==> src/rtl/ram_rd_check_if.sv <==
// ram_rd_check_if: RAM port bundle between the read-back checker and the RAM.
//   master : the checker; drives ram_en / ram_we / ram_addr, consumes ram_rd_data
//   slave  : the RAM side; consumes the control/address, returns ram_rd_data
interface ram_rd_check_if #(
   parameter int ADDR_W = 5,
   parameter int DATA_W = 8
);
   logic              ram_en;
   logic              ram_we;
   logic [ADDR_W-1:0] ram_addr;
   logic [DATA_W-1:0] ram_rd_data;

   modport master (
      output ram_en,
      output ram_we,
      output ram_addr,
      input  ram_rd_data
   );

   modport slave (
      input  ram_en,
      input  ram_we,
      input  ram_addr,
      output ram_rd_data
   );
endinterface

==> src/rtl/ram_rd_check.sv <==
// ram_rd_check: sweeps addresses 0..DEPTH-1 of the block RAM, compares each
// returned word with (addr + SEED) mod 2^DATA_W, and reports the result.
//   clk, rst_n      : clock, asynchronous active-low reset
//   start, abort    : begin a sweep (IDLE only) / cancel a sweep in READ or DRAIN
//   ram             : RAM port (master side), read-only usage
//   busy, done      : not-IDLE flag, one-cycle completion pulse
//   pass, err_cnt   : last sweep clean / mismatch count
//   first_err_addr, first_err_data : location and data of first mismatch
//
// state   | meaning
// --------+-----------------------------------------------------------
// S_IDLE  | waiting for start; RAM port idle, results held
// S_READ  | issuing one read per cycle, addresses 0..DEPTH-1
// S_DRAIN | waiting RD_LAT cycles for the last reads to return
// S_DONE  | one cycle: done pulse, pass becomes valid
module ram_rd_check #(
   parameter int ADDR_W = 5,
   parameter int DATA_W = 8,
   parameter int DEPTH  = 32,
   parameter int RD_LAT = 1,
   parameter int SEED   = 0
) (
   input  logic                clk,
   input  logic                rst_n,
   input  logic                start,
   input  logic                abort,
   ram_rd_check_if.master      ram,
   output logic                busy,
   output logic                done,
   output logic                pass,
   output logic [ADDR_W:0]     err_cnt,
   output logic [ADDR_W-1:0]   first_err_addr,
   output logic [DATA_W-1:0]   first_err_data
);

   localparam logic [1:0] S_IDLE  = 2'd0;
   localparam logic [1:0] S_READ  = 2'd1;
   localparam logic [1:0] S_DRAIN = 2'd2;
   localparam logic [1:0] S_DONE  = 2'd3;

   localparam logic [ADDR_W-1:0] LAST_ADDR  = ADDR_W'(DEPTH - 1);
   localparam logic [2:0]        DRAIN_LOAD = 3'(RD_LAT - 1);

   logic [1:0]        state;
   logic [ADDR_W-1:0] addr_q;
   logic [2:0]        drain_cnt;
   logic              read_en;
   logic              abort_hit;
   logic              drain_tc;

   logic [RD_LAT-1:0] pipe_vld;
   logic [ADDR_W-1:0] pipe_addr [RD_LAT];

   logic [31:0]       exp_sum;
   logic [DATA_W-1:0] exp_data;
   logic              mismatch;

   assign read_en   = (state == S_READ);
   assign abort_hit = abort && ((state == S_READ) || (state == S_DRAIN));
   assign drain_tc  = (state == S_DRAIN) && (drain_cnt == 3'd0);

   assign ram.ram_en   = read_en;
   assign ram.ram_we   = 1'b0;
   assign ram.ram_addr = addr_q;

   assign busy = (state != S_IDLE);
   assign done = (state == S_DONE);

   // ---------------- sequencing FSM ----------------
   always_ff @(posedge clk or negedge rst_n) begin
      if (!rst_n) begin
         state     <= S_IDLE;
         addr_q    <= '0;
         drain_cnt <= '0;
      end else begin
         case (state)
            S_IDLE: begin
               if (start) begin
                  state  <= S_READ;
                  addr_q <= '0;
               end
            end
            S_READ: begin
               if (abort) begin
                  state <= S_IDLE;
               end else if (addr_q == LAST_ADDR) begin
                  state     <= S_DRAIN;
                  drain_cnt <= DRAIN_LOAD;
               end else begin
                  addr_q <= addr_q + 1'b1;
               end
            end
            S_DRAIN: begin
               if (abort) begin
                  state <= S_IDLE;
               end else if (drain_cnt == 3'd0) begin
                  state <= S_DONE;
               end else begin
                  drain_cnt <= drain_cnt - 1'b1;
               end
            end
            default: state <= S_IDLE;
         endcase
      end
   end

   // ---------------- compare pipeline ----------------
   // Each stage carries the address of a read in flight; the tail lines up
   // with ram_rd_data returned for that address.
   always_ff @(posedge clk or negedge rst_n) begin
      if (!rst_n) begin
         pipe_vld <= '0;
         for (int i = 0; i < RD_LAT; i++) pipe_addr[i] <= '0;
      end else begin
         pipe_vld[0]  <= read_en && !abort_hit;
         pipe_addr[0] <= addr_q;
         for (int i = 1; i < RD_LAT; i++) begin
            pipe_vld[i]  <= pipe_vld[i-1] && !abort_hit;
            pipe_addr[i] <= pipe_addr[i-1];
         end
      end
   end

   assign exp_sum  = 32'(pipe_addr[RD_LAT-1]) + 32'(SEED);
   assign exp_data = exp_sum[DATA_W-1:0];
   assign mismatch = pipe_vld[RD_LAT-1] && (ram.ram_rd_data != exp_data);

   // ---------------- result registers ----------------
   always_ff @(posedge clk or negedge rst_n) begin
      if (!rst_n) begin
         pass           <= 1'b0;
         err_cnt        <= '0;
         first_err_addr <= '0;
         first_err_data <= '0;
      end else if ((state == S_IDLE) && start) begin
         pass           <= 1'b0;
         err_cnt        <= '0;
         first_err_addr <= '0;
         first_err_data <= '0;
      end else begin
         if (mismatch) begin
            err_cnt <= err_cnt + 1'b1;
            if (err_cnt == '0) begin
               first_err_addr <= pipe_addr[RD_LAT-1];
               first_err_data <= ram.ram_rd_data;
            end
         end
         // The last compare happens in the final DRAIN cycle, so fold it in
         // here so pass is already valid while done is high.
         if (drain_tc && !abort) begin
            pass <= (err_cnt == '0) && !mismatch;
         end
      end
   end

endmodule

==> src/flat_wrapper.sv <==
// flat-port wrapper written by rule: the top's interface ports become plain ports
module ram_rd_check_flat 
#(
   parameter int ADDR_W = 5,
   parameter int DATA_W = 8,
   parameter int DEPTH  = 32,
   parameter int RD_LAT = 1,
   parameter int SEED   = 0
)
  (clk, rst_n, start, abort, busy, done, pass, err_cnt, first_err_addr, first_err_data, ram_ram_en, ram_ram_we, ram_ram_addr, ram_ram_rd_data);
  ram_rd_check_if #(.ADDR_W(ADDR_W), .DATA_W(DATA_W)) ram_i ();
  input  logic clk;
  input  logic rst_n;
  input  logic start;
  input  logic abort;
  output logic busy;
  output logic done;
  output logic pass;
  output logic [ADDR_W:0] err_cnt;
  output logic [ADDR_W-1:0] first_err_addr;
  output logic [DATA_W-1:0] first_err_data;
  output wire logic [$bits(ram_i.ram_en)-1:0] ram_ram_en;
  output wire logic [$bits(ram_i.ram_we)-1:0] ram_ram_we;
  output wire logic [$bits(ram_i.ram_addr)-1:0] ram_ram_addr;
  input wire logic [$bits(ram_i.ram_rd_data)-1:0] ram_ram_rd_data;
  assign ram_ram_en = ram_i.ram_en;
  assign ram_ram_we = ram_i.ram_we;
  assign ram_ram_addr = ram_i.ram_addr;
  assign ram_i.ram_rd_data = ram_ram_rd_data;
  ram_rd_check #(.ADDR_W(ADDR_W), .DATA_W(DATA_W), .DEPTH(DEPTH), .RD_LAT(RD_LAT), .SEED(SEED)) u_core (.clk(clk), .rst_n(rst_n), .start(start), .abort(abort), .ram(ram_i), .busy(busy), .done(done), .pass(pass), .err_cnt(err_cnt), .first_err_addr(first_err_addr), .first_err_data(first_err_data));
endmodule
==> config.mk <==
export PLATFORM = sky130hd
export DESIGN_NAME = ram_rd_check_flat
export DESIGN_NICKNAME = d
export VERILOG_FILES = /design/src/rtl/ram_rd_check_if.sv /design/src/rtl/ram_rd_check.sv /design/src/flat_wrapper.sv
export SDC_FILE = /design/constraint.sdc
export NUM_CORES = 1
export LEC_CHECK = 0
export BUFFER_PORTS_ARGS = -buffer_cell sky130_fd_sc_hd__buf_2
export CORE_MARGIN = 2
export CORE_UTILIZATION = 35
export CTS_CLUSTER_SIZE = 30
export DETAILED_ROUTE_END_ITERATION = 8
export PLACE_DENSITY_LB_ADDON = 0.05
export REMOVE_ABC_BUFFERS = 1
export SYNTH_ARGS = -nofsm -noshare
export SYNTH_HDL_FRONTEND = slang
export SYNTH_SLANG_ARGS = --single-unit
export TNS_END_PERCENT = 10
==> constraint.sdc <==
create_clock -name clk -period 1.7 [get_ports clk]
set_input_delay 0.425 -clock clk [delete_from_list [all_inputs] [get_ports clk]]
set_output_delay 0.425 -clock clk [all_outputs]
set_load 0.05 [all_outputs]
# Yosys cells after proc, flatten, opt, wreduce, memory -nomap -nowiden
# Index checks and enable logic that the tools add are counted.
# classes
addsub	3
eq_ne	13
n_mux	25
reduce_logical	24
# op_table
operator	n
$mux W5	6
$mux W8	3
$mux W3	4
$mux W6	2
$ne A2 B2 Y1 const B	6
$reduce_bool A2 Y1	6
$mux W2	5
$pmux W5 S2	1
$ne A8 B5 Y1	1
$logic_and A1 B1 Y1	7
$add A6 B1 Y6 const B	1
$logic_not A6 Y1	1
$ne A3 B3 Y1 const B	2
$pmux W2 S3	1
$pmux W3 S2	1
$add A5 B1 Y5 const B	1
$eq A5 B5 Y1 const B	1
$reduce_and A5 Y1	1
$eq A2 B2 Y1 const B	2
$reduce_and A4 Y1	1
$logic_not A1 Y1	3
$logic_not A3 Y1	1
$reduce_and A3 Y1	1
$sub A3 B1 Y3 const B	1
5 further kinds	6
# totals
reg_bits	36
inputBits	12
out_inout_bits	29
wordCells	74

# Depth between registers and ports, before layout
# Gate-level depths: netlist (run 1).
# depth
depth_word	6
mapped_depth	8
mapped_depth_nobuf	8

# Worst setup path before layout (run 1)
# No wires, ideal clock.
# synth_timing
path_type	register to register
from	reg u_core.addr_q[0] (netlist: u_core.ram.ram_addr[0])
to	reg u_core.addr_q[3] (netlist: u_core.ram.ram_addr[3])
setup_ns	0.077
t_arrival_ns	2.072
required_ns	1.623
slack_ns	-0.449
path_stages_with_launch	8
n_path_buf	0
synth_period_minus_slack_ns	2.149
path_cell_list	dfrtp_1 -> ha_1 -> and3_1 -> ha_1 -> o21ai_0 -> o211ai_1 -> or3_1 -> a21oi_1
# synth_between
elab_chain_cells	4
elab_cells_between_ends	7
classes_between	1 x add/sub; 2 x eq/ne; 3 x mux; 1 x reduce/logical
# synth_rtl
item	line_no	text
start: declaration	ram_rd_check.sv:45	logic [ADDR_W-1:0] addr_q;
start signal: assignment	ram_rd_check.sv:90	addr_q <= addr_q + 1'b1;
$add A5 B1 Y5	ram_rd_check.sv:90	
$mux W5	ram_rd_check.sv:86	end else if (addr_q == LAST_ADDR) begin
$mux W5	ram_rd_check.sv:84	if (abort) begin
$pmux W5 S2	ram_rd_check.sv:76	case (state)
# Parallel ways exist; a longest one is shown, timed or not. The select of a mux whose other input is x is not followed.
# A chain may end at the register's enable or synchronous reset.

# Worst setup path in the final report (run 1)
# layout_timing
from	reg u_core.addr_q[1] (netlist: u_core.ram.ram_addr[1])
to	reg u_core.addr_q[3] (netlist: u_core.ram.ram_addr[3])
# Same word-level chain as after synthesis.

==> results.md, run 1 <==
- Outcome: complete, but fails checks
- Violated checks: negative setup slack
- Hold crit path type: input pin to asynchronous set/reset pin
- Pleak: 1.16 nW
- Antenna violations before repair: 0
- Count of final hold-check violations: 0
- Reg2reg start: u_core.ram.ram_addr[1]
- Vias in the first global route: about 1400
- Worst stage delay on the critical path: about 0.4 ns
- Unrepaired setup endpoints after global routing: true
- Fin Hold WS: between 0.02 and 0.025 ns
- Total detailed-routing wirelength: about 4000 um
- # port buffers: 39
- Placed Cells: 298
- Remaining antenna violation count: 0
- Vias per cell: approximately 4.8
- Final Max Tran Viols: 0
- Hold buffers post-CTS: 0
- Gr ovfl total: 0
- Mapped Cells: about 180
- Reg2Reg Setup Slack: -0.06 ns
- Post-route DRC: 0
- Worst EP required: 1.91 ns
- Clk_lat worst skew: 0.29 ns
- PwrDens: 1770 nW/um^2
- Die X: 75.8 um
- Largest net degree at the start of global routing: 27
- DR iter-0 viols: 76
- Dpl hpwl: 2960 um
- Fillers: 492
- Die area: 5750 um^2
- Avg Cell Area, Syn: roughly 10 um^2
- Non-filler cells, final: 307
- Antenna cells: 0
- Clock skew: 0.0110 ns
- Routability cong.: about 0.9
- Num rows: 26
- Worst VDD drop: 0.00103 V
- IO Count: 41
- Final Cycle Share: 1.03
- Crit path kind: flop to flop
- Root Buffer: clkbuf_8
- Yosys warnings: 0
- Critical-path cell list: ha_2 > and3_4 > ha_4 > o21ai_2 > o211ai_1 > or3_1 > a21oi_2
- Sum Neg Setup Slack: -0.102 ns
- DR WL/cell: roughly 13 um
- CP endpoint kind: flop
- Worst slack at placement: -0.194 ns
- CP max stage cell: or3_1
- Critical R2R Capture: u_core.ram.ram_addr[3]
- Max-cap violation count: 0
- Fmax achieved: 569 MHz
- Synth Register Bits: 36
- CTS Buffer Depth: 2
- Post-Syn Area: 1810 um^2
- Global router's overall resource usage: 0.153
- Initial Util: 0.358
- Drt pass-1 iters: 4
- Share of cells above drive strength 1: 0.350
- Detailed-route via count: 1465
- Die height: 75.8 um
- Sink Count: 36
- Arrival time at the worst endpoint: 1.97 ns
- Post-synthesis sequential area ratio: 0.499
- Clock transition at path regs: 0.08 ns
- First-pass GRT wire length: ~6600 um
- H-tree depth: 2
- Final net count: 258
- Crit path max fanout: 3
- Layout area overhead: 29.7%
- CTS buffer count: 5
- Post-route minimum period: 1.76 ns
- CORE AREA: about 5000 um^2
- Distinct cells, synth: 39
- Crit path launch type: flop
- Worst r2r path cells: 7
- Final setup margin: -0.0589 ns
- Final setup vio count: 3
- CTS tree: done
==> worst max-delay path, delay by kind of cell, from the launching register on <==
family / cells / cell delay [ns]
AND/OR/NAND/NOR: 2 / 0.55
AO/OA/AOI/OAI: 3 / 0.40
adder cells (fa/ha/maj): 2 / 0.35
flip-flops: 1 / 0.39
==> layout make-up <==
class | instances | area (um^2) | share of cell area
sequential | 36 | 901 | 0.384
tap | 70 | 87.6 | 0.0374
clock inverter | 3 | 42.5 | 0.0182
multi-input combinational | 128 | 873 | 0.373
timing repair buffer | 55 | 333 | 0.142
inverter | 10 | 37.5 | 0.0160
clock buffer | 5 | 68.8 | 0.0294
==> power by group <==
group          switching [W]  internal (W)
clock               0.000307      0.000434
sequential          0.000165       0.00109
combinational        0.00150      0.000661
total                0.00197       0.00218
==> per-stage QoR <==
stage / utilization / power (W) / area (um^2)
final: 0.465 / 0.00415 / 2340
after detailed placement: 0.430 / 0.00333 / 2170
after floorplan: - / 0.00270 / 1760
after global placement: 0.430 / 0.00329 / 2170
after global routing: 0.465 / 0.00444 / 2340
after CTS: 0.461 / 0.00415 / 2320
==> cells in the final DEF (no fill, tap or decap), drive strengths merged, types with 3 or more instances in the layout <==
master	synthesis	layout
inv	10	10
a21oi	6	6
nand4	3	3
dfrtp	36	36
nor2	8	8
nand2b	3	3
xor2	5	5
xnor2	5	5
buf	5	55
clkbuf	3	5
nand3	16	16
o21ai	22	22
ha	10	10
nand2	26	26
==> how the worst max path moves through the flow <==
stage	depth (start not counted)	end	from	slack (ns)
after floorplan	7	u_core.ram.ram_addr[3]	u_core.ram.ram_addr[0]	-0.47
after global placement	7	u_core.ram.ram_addr[3]	u_core.ram.ram_addr[0]	-0.05
after detailed placement	7	u_core.ram.ram_addr[3]	u_core.ram.ram_addr[0]	-0.19
after CTS	7	u_core.ram.ram_addr[3]	u_core.ram.ram_addr[1]	-0.06
after global routing	7	u_core.ram.ram_addr[3]	u_core.ram.ram_addr[1]	-0.13
final	7	u_core.ram.ram_addr[3]	u_core.ram.ram_addr[1]	-0.06
==> layer usage <==
metal	vias up	wire (um)	track usage
met4	0	46	0.0663
met1	700	1800	0.193
met2	32	1950	0.244
met3	5	182	0.0437
li1	728	-	-
met5	-	0	0
==> registers in the layout (all words and copies together) (netlist names) <==
name                   count
u_core.drain_cnt           3
u_core.err_cnt             6
u_core.first_err_addr      5
u_core.first_err_data      8
u_core.pass                1
u_core.pipe_addr           5
u_core.pipe_vld            1
u_core.ram.ram_addr        5
u_core.state               2
==> synthesized netlist by cell type <==
cell       n  area, um^2
a211o_1    1        8.76
a21boi_0   1        7.51
a21boi_2   1        11.3
a21oi_1    5        25.0
a21oi_2    1        8.76
and2_1     1        6.26
and3_1     2        12.5
buf_1      2        7.51
buf_4      1        7.51
buf_6      2        22.5
clkbuf_1   3        11.3
conb_1     1        3.75
dfrtp_1   36         901
ha_1      10         125
inv_1     10        37.5
mux2i_1    2        20.0
nand2_1   26        97.6
nand2b_1   3        18.8
nand3_1   16        80.1
nand3b_1   1        7.51
nand4_1    3        18.8
nand4b_1   1        8.76
nor2_1     8        30.0
nor2b_1    2        12.5
nor3_1     1        5.00
nor4_2     1        12.5
nor4_4     1        21.3
o211ai_1   1        7.51
o21a_1     1        7.51
o21ai_0    9        45.0
o21ai_1   10        50.1
o21ai_2    3        26.3
o21bai_1   2        15.0
o31ai_1    1        7.51
o41ai_2    1        16.3
or3_1      1        6.26
or3b_2     1        8.76
xnor2_1    5        43.8
xor2_1     5        43.8
==> timing repair <==
action | 4_1_cts | 5_1_grt
resized for setup | 12 | 8
gates cloned | 0 | 0
buffers inserted | 1 | 0
endpoints found under the hold margin | 0 | 0
endpoints found under the setup margin | 8 | 11
pin swaps | 6 | 2
==> cell families (layout without fill, tap and decap cells) <==
kind of cell,count (synthesis),count (layout),synth area share
adders and majority gates,10,10,0.0693
DFF,36,36,0.499
other,1,1,0.00208
buffers and inverters,18,73,0.0478
AOI/OAI and AO/OA,37,37,0.131
muxes,2,2,0.0111
xor gates and xnor gates,10,10,0.0485
and+or+nand+nor,68,68,0.192
Power figures use the tool's default switching activity.
==> run 2, diff against run 1 <==
==> constraint.sdc (replaced) <==
create_clock -name clk -period 2.08 [get_ports clk]
set_input_delay 0.52 -clock clk [delete_from_list [all_inputs] [get_ports clk]]
set_output_delay 0.52 -clock clk [all_outputs]
set_load 0.05 [all_outputs]
==> results.md, run 2 (synthesized netlist as in run 1, its figures left out) <==
- Critical-path cell list: inv_1 > ha_2 > buf_2 (was ha_2 > and3_4 > ha_4 > o21ai_2 > o211ai_1 > or3_1 > a21oi_2)
- WL met1: 1670 um (was 1800 um)
- Pleak: 1.12 nW (was 1.16 nW)
- Clock transition at path regs: 0.07 ns (was 0.08 ns)
- CP Launch Point: u_core.state[1] (was u_core.ram.ram_addr[1])
- Crit path launch type: flop (unchanged)
- Num rows: 26 (unchanged)
- Cell family with most CP delay: flip-flops (was simple AND/OR/NAND/NOR gates)
- Detailed-route via count: 1427 (was 1465)
- Rel. slew slack: 0.582
- Seq pwr share: 0.314 (was 0.302)
- Crit path kind: flop to output port (was flop to flop)
- Clock share of power: 0.184 (was 0.178)
- Max-cap violation count: 0 (unchanged)
- Root Buffer: clkbuf_8 (unchanged)
- Hold buffers post-CTS: 0 (unchanged)
- NetSw: 0.00154 W (was 0.00197 W)
- Post-route minimum period: 1.90 ns
- Total detailed-routing wirelength: 3740 um (was 3980 um)
- DR WL met3: 191 um (was 182 um)
- Die area: 5750 um^2 (unchanged)
- Arrival time at the worst endpoint: 1.38 ns (was 1.97 ns)
- Commonest cells after routing, fill and taps aside: buf_2 (39), dfrtp_1 (36), nand2_1 (26), nand3_1 (16) (was buf_2 (37), dfrtp_1 (36), nand2_1 (26), buf_4 (17), nand3_1 (16))
- Internal Power: 0.00169 W (was 0.00218 W)
- Critical R2R Capture: u_core.ram.ram_addr[2] (was u_core.ram.ram_addr[3])
- Crit path max fanout: 10 (was 3)
- Combinational share of power: 0.501 (was 0.520)
- Vias per cell: 4.76 (was 4.77)
- Layout area overhead: 23.2% (was 29.7%)
- CORE AREA: 5040 um^2 (unchanged)
- Routability cong.: 0.855 (was 0.897)
- Antenna cells: 0 (unchanged)
- Remaining antenna violation count: 0 (unchanged)
- DP Area: 2110 um^2 (was 2170 um^2)
- Worst VDD drop: 0.000622 V (was 0.00103 V)
- Worst stage delay on the critical path: 0.41 ns (was 0.40 ns)
- Gr ovfl total: 0 (unchanged)
- FF/Latch Area: 901 um^2 (unchanged)
- Area occupied by multi-input gates: 830 um^2 (was 873 um^2)
- H-tree depth: 2 (unchanged)
- CTS buffer count: 5 (unchanged)
- Hold crit path type: input pin to asynchronous set/reset pin (unchanged)
- Die X: 75.8 um (unchanged)
- PwrDens: 1450 nW/um^2 (was 1770 nW/um^2)
- Sink Count: 36 (unchanged)
- Clock skew: 0.00842 ns (was 0.0110 ns)
- Dpl hpwl: 2820 um (was 2960 um)
- Die height: 75.8 um (unchanged)
- Slew @ Worst Pin: ~0.63 ns
- Post-route cell area: 2230 um^2 (was 2340 um^2)
- Largest reg by FF count: u_core.first_err_data (unchanged)
- Final net count: 251 (was 258)
- Vias in the first global route: 1332 (was 1445)
- Initial Util: 0.358 (unchanged)
- Placed Cells: 292 (was 298)
- Final Cycle Share: 0.914
- Fmax achieved: approximately 530 MHz
- Worst path bufs/invs: 2 (was 0)
- CP endpoint kind: output port (was flop)
- CP max stage cell: dfrtp_1 (was or3_1)
- Reg2reg start: u_core.ram.ram_addr[0] (was u_core.ram.ram_addr[1])
- Worst r2r path cells: 9 (was 7)
- Worst EP required: 1.56 ns (was 1.91 ns)
- Post-route DRC: 0 (unchanged)
- Switching Fraction: 0.477 (was 0.474)
- Drt pass-1 iters: 4 (unchanged)
- Clk_lat worst skew: 0.28 ns (was 0.29 ns)
- Max reg flops: 8 (unchanged)
- Fillers: 525 (was 492)
- Non-filler cells, final: 300 (was 307)
- IO Count: 41 (unchanged)
- Reg2Reg Setup Slack: 0.25 ns (was -0.06 ns)
- Antenna violations before repair: 0 (unchanged)
- CTS Buffer Depth: 2 (unchanged)
- Detailed route wirelength on metal2: 1810 um (was 1950 um)
- Final setup vio count: 0 (was 3)
- First-pass GRT wire length: 6120 um (was 6610 um)
- CTS tree: done (unchanged)
- Global router's overall resource usage: 0.144 (was 0.153)
- Largest net degree at the start of global routing: 37 (was 27)
- Commonest non-fill, non-tap cell in the layout: buf_2 (unchanged)
- DR iter-0 viols: 70 (was 76)
- Top Layer Used: met4 (unchanged)
- Largest regs: u_core.first_err_data (8), u_core.err_cnt (6) (unchanged)
- Unrepaired setup endpoints after global routing: false (was true)
- Share of cells above drive strength 1: 0.283 (was 0.350)
- Final Max Tran Viols: 0 (unchanged)
- DR WL/cell: 12.5 um (was 13.0 um)
- Outcome: completed (was complete, but fails checks)
- Count of final hold-check violations: 0 (unchanged)
- # port buffers: 39 (unchanged)
[run 2: worst max-delay path by stage]
stage / depth (start not counted) / slack (ns) / endpoint
2_1_floorplan: 7 / -0.09 / u_core.ram.ram_addr[3]
3_3_place_gp: 6 / -0.08 / u_core.first_err_data[3]
3_5_place_dp: 6 / -0.11 / u_core.first_err_data[0]
4_1_cts: 3 / 0.07 / ram_ram_en
5_1_grt: 5 / 0.08 / u_core.first_err_data[5]
6_report: 3 / 0.18 / ram_ram_en
[run 2: power groups by stage]
stage	combinational, W	sequential (W)	clock, W
floorplan	0.000694	0.00152	0
detailed placement	0.00163	0.00103	0
finish	0.00162	0.00102	0.000596
CTS	0.00164	0.00102	0.000614
global route	0.00178	0.00104	0.000648
global placement	0.00161	0.00102	0
[run 2: final cells by class]
class,count,share of cell area
sequential,36,0.405
multi-input combinational,128,0.373
timing repair buffer,48,0.118
tap,70,0.0393
clock buffer,6,0.0326
inverter,10,0.0169
clock inverter,2,0.0157
[run 2: per-stage QoR]
stage / hold slack, ns / total power, W / TNS, ns / setup WS [ns] / util
after floorplan: 0.224 / 0.00221 / -0.0853 / -0.0853 / -
after global placement: 0.421 / 0.00263 / -0.578 / -0.0751 / 0.418
after detailed placement: 0.425 / 0.00266 / -1.17 / -0.113 / 0.418
after CTS: 0.285 / 0.00327 / 0 / 0.0712 / 0.441
after global routing: 0.314 / 0.00347 / 0 / 0.0754 / 0.441
final: 0.267 / 0.00323 / 0 / 0.179 / 0.441
[run 2: what timing repair did]
item	4_1_cts	5_1_grt
setup endpoints to repair	8	1
buffers inserted	0	0
pin swaps	0	0
resized for setup	1	1
[run 2: per-layer routing]
| layer | vias up | global-route usage |
|---|---|---|
| met5 | - | 0 |
| met4 | 0 | 0.0585 |
| met3 | 7 | 0.0370 |
| met2 | 35 | 0.232 |
| met1 | 674 | 0.185 |
| li1 | 711 | - |
==> run 3, diff against run 2 <==
--- a/config.mk
+++ b/config.mk
@@ -10,8 +10,9 @@
 export CORE_UTILIZATION = 35
 export CTS_CLUSTER_SIZE = 30
 export DETAILED_ROUTE_END_ITERATION = 8
-export PLACE_DENSITY_LB_ADDON = 0.05
+export PLACE_DENSITY_LB_ADDON = 0.2
 export REMOVE_ABC_BUFFERS = 1
+export SLEW_MARGIN = 20
 export SYNTH_ARGS = -nofsm -noshare
 export SYNTH_HDL_FRONTEND = slang
 export SYNTH_SLANG_ARGS = --single-unit
==> results.md, run 3 (synthesized netlist as in run 1, its figures left out) <==
- Crit path kind: flop to output port (unchanged)
- Vias per cell: 4.62 (was 4.76)
- Hold crit path type: input pin to asynchronous set/reset pin (unchanged)
- Tot Pwr: 0.00330 W (was 0.00323 W)
- Clock transition at path regs: 0.08 ns (was 0.07 ns)
- Gr ovfl total: 0 (unchanged)
- Commonest cells after routing, fill and taps aside: buf_2 (39), dfrtp_1 (36), nand2_1 (26), nand3_1 (16), buf_4 (11) (was buf_2 (39), dfrtp_1 (36), nand2_1 (26), nand3_1 (16))
- Crit path launch type: flop (unchanged)
- CTS Buffer Depth: 2 (unchanged)
- Final setup vio count: 0 (unchanged)
- Layout area overhead: 25.3% (was 23.2%)
- Sink Count: 36 (unchanged)
- IO Count: 41 (unchanged)
- Root Buffer: clkbuf_8 (unchanged)
- Worst VDD drop: 0.000682 V (was 0.000622 V)
- Area occupied by multi-input gates: 830 um^2 (unchanged)
- Non-filler cells, final: 303 (was 300)
- Final Max Tran Viols: 0 (unchanged)
- Vias in the first global route: 1259 (was 1332)
- Die height: 75.8 um (unchanged)
- Total detailed-routing wirelength: 3630 um (was 3740 um)
- Initial Util: 0.358 (unchanged)
- Rel. slew slack: 0.579 (was 0.582)
- Clock skew: 0.00973 ns (was 0.00842 ns)
- Final net count: 254 (was 251)
- Antenna cells: 0 (unchanged)
- First-pass GRT wire length: 5910 um (was 6120 um)
- Clk_lat worst skew: 0.29 ns (was 0.28 ns)
- Hold buffers post-CTS: 0 (unchanged)
- # port buffers: 39 (unchanged)
- Max reg flops: 8 (unchanged)
- Num rows: 26 (unchanged)
- Pleak: 1.14 nW (was 1.12 nW)
- Routability cong.: 0.731 (was 0.855)
- CP endpoint kind: output port (unchanged)
- Fillers: 476 (was 525)
- Largest net degree at the start of global routing: 37 (unchanged)
- Crit path max fanout: 10 (unchanged)
- CTS tree: done (unchanged)
- DR WL/cell: 12.0 um (was 12.5 um)
- CTS buffer count: 5 (unchanged)
- FF/Latch Area: 901 um^2 (unchanged)
- Share of cells above drive strength 1: 0.296 (was 0.283)
- CORE AREA: 5040 um^2 (unchanged)
- PwrDens: 1460 nW/um^2 (was 1450 nW/um^2)
- DR iter-0 viols: 55 (was 70)
- Count of final hold-check violations: 0 (unchanged)
- Outcome: completed (unchanged)
- Commonest non-fill, non-tap cell in the layout: buf_2 (unchanged)
- Post-route DRC: 0 (unchanged)
- Die X: 75.8 um (unchanged)
- Slew @ Worst Pin: 0.630 ns (was 0.626 ns)
- Unrepaired setup endpoints after global routing: false (unchanged)
- Arrival time at the worst endpoint: 1.37 ns (was 1.38 ns)
- H-tree depth: 2 (unchanged)
- Placed Cells: 294 (was 292)
- Max-cap violation count: 0 (unchanged)
- Dpl hpwl: 2640 um (was 2820 um)
- Post-route minimum period: 1.89 ns (was 1.90 ns)
- Drt pass-1 iters: 4 (unchanged)
- Antenna violations before repair: 0 (unchanged)
- Largest regs: u_core.first_err_data (8), u_core.err_cnt (6) (unchanged)
- Remaining antenna violation count: 0 (unchanged)
- Global router's overall resource usage: 0.138 (was 0.144)
- Worst EP required: 1.56 ns (about the same)
- Final Cycle Share: 0.910 (was 0.914)
- Largest reg by FF count: u_core.first_err_data (unchanged)
- Fmax achieved: 528 MHz (was 526 MHz)
- Detailed-route via count: 1401 (was 1427)
- Die area: 5750 um^2 (unchanged)
## run 3: cell count changes in the layout (fill, tap and decap cells not counted)
cell / before / now
buf_12: 0 / 1
clkinvlp_4: 0 / 1
buf_4: 9 / 11
clkbuf_1: 1 / 0
## run 3: layout make-up
| cell class | instances | area share |
|---|---|---|
| Clock buffer | 5 | 0.0304 |
| Tap cell | 70 | 0.0387 |
| Clock inverter | 3 | 0.0188 |
| Multi-Input combinational cell | 128 | 0.366 |
| Timing Repair Buffer | 51 | 0.131 |
| Inverter | 10 | 0.0166 |
| Sequential cell | 36 | 0.398 |
## run 3: per-stage QoR
step                      worst slack, ns   util  hold WS [ns]  cell area [um^2]  setup TNS, ns
after floorplan                   -0.0853      -         0.224              1760        -0.0853
after global placement             -0.113  0.424         0.440              2140          -1.15
after detailed placement           -0.157  0.424         0.448              2140          -1.63
after CTS                          0.0598  0.447         0.281              2250              0
after global routing               0.0247  0.449         0.308              2260              0
final                               0.188  0.449         0.262              2260              0
## run 3: critical path, cell delays in order, from the launching register on
cell	delay (ns)
dfrtp_1	0.40
inv_1	0.10
ha_2	0.29
buf_2	0.30
## run 3: routing by layer
metal  share of wire  vias up  GRT usage  wire, um
met5               0        -          0         0
met4           0.012        0     0.0409        42
met3           0.056        5     0.0450       204
met2            0.46       29      0.218      1680
met1            0.47      653      0.180      1710
li1                -      714          -         -
## run 3: final timing paths
| check | startpoint | endpoint | slack, ns | depth (start not counted) |
|---|---|---|---|---|
| max in group asynchronous | rst_n | u_core.ram.ram_addr[4] | 1.49 | 2 |
| worst min-delay path | rst_n | u_core.state[0] | 0.26 | 2 |
| worst max-delay path | u_core.state[1] | ram_ram_en | 0.19 | 3 |
| worst max register to register | u_core.ram.ram_addr[0] | u_core.ram.ram_addr[3] | 0.19 | 7 |
| min in group clk | u_core.ram.ram_addr[4] | u_core.pipe_addr[4] | 0.46 | 0 |
| worst min register to register | u_core.ram.ram_addr[4] | u_core.pipe_addr[4] | 0.46 | 0 |
## run 3: timing repair
item	4_1_cts	5_1_grt
endpoints found under the setup margin	1	2
pin swaps	0	1
endpoints found under the hold margin	0	0
gates resized for setup	1	1
setup buffers	0	1
## run 3: power by group
| group | internal (W) | switching [W] | leakage [nW] |
|---|---|---|---|
| combinational | 0.000493 | 0.00119 | 0.602 |
| sequential | 0.000889 | 0.000112 | 0.488 |
| clock | 0.000355 | 0.000260 | 0.0541 |
| total | 0.00174 | 0.00156 | 1.14 |
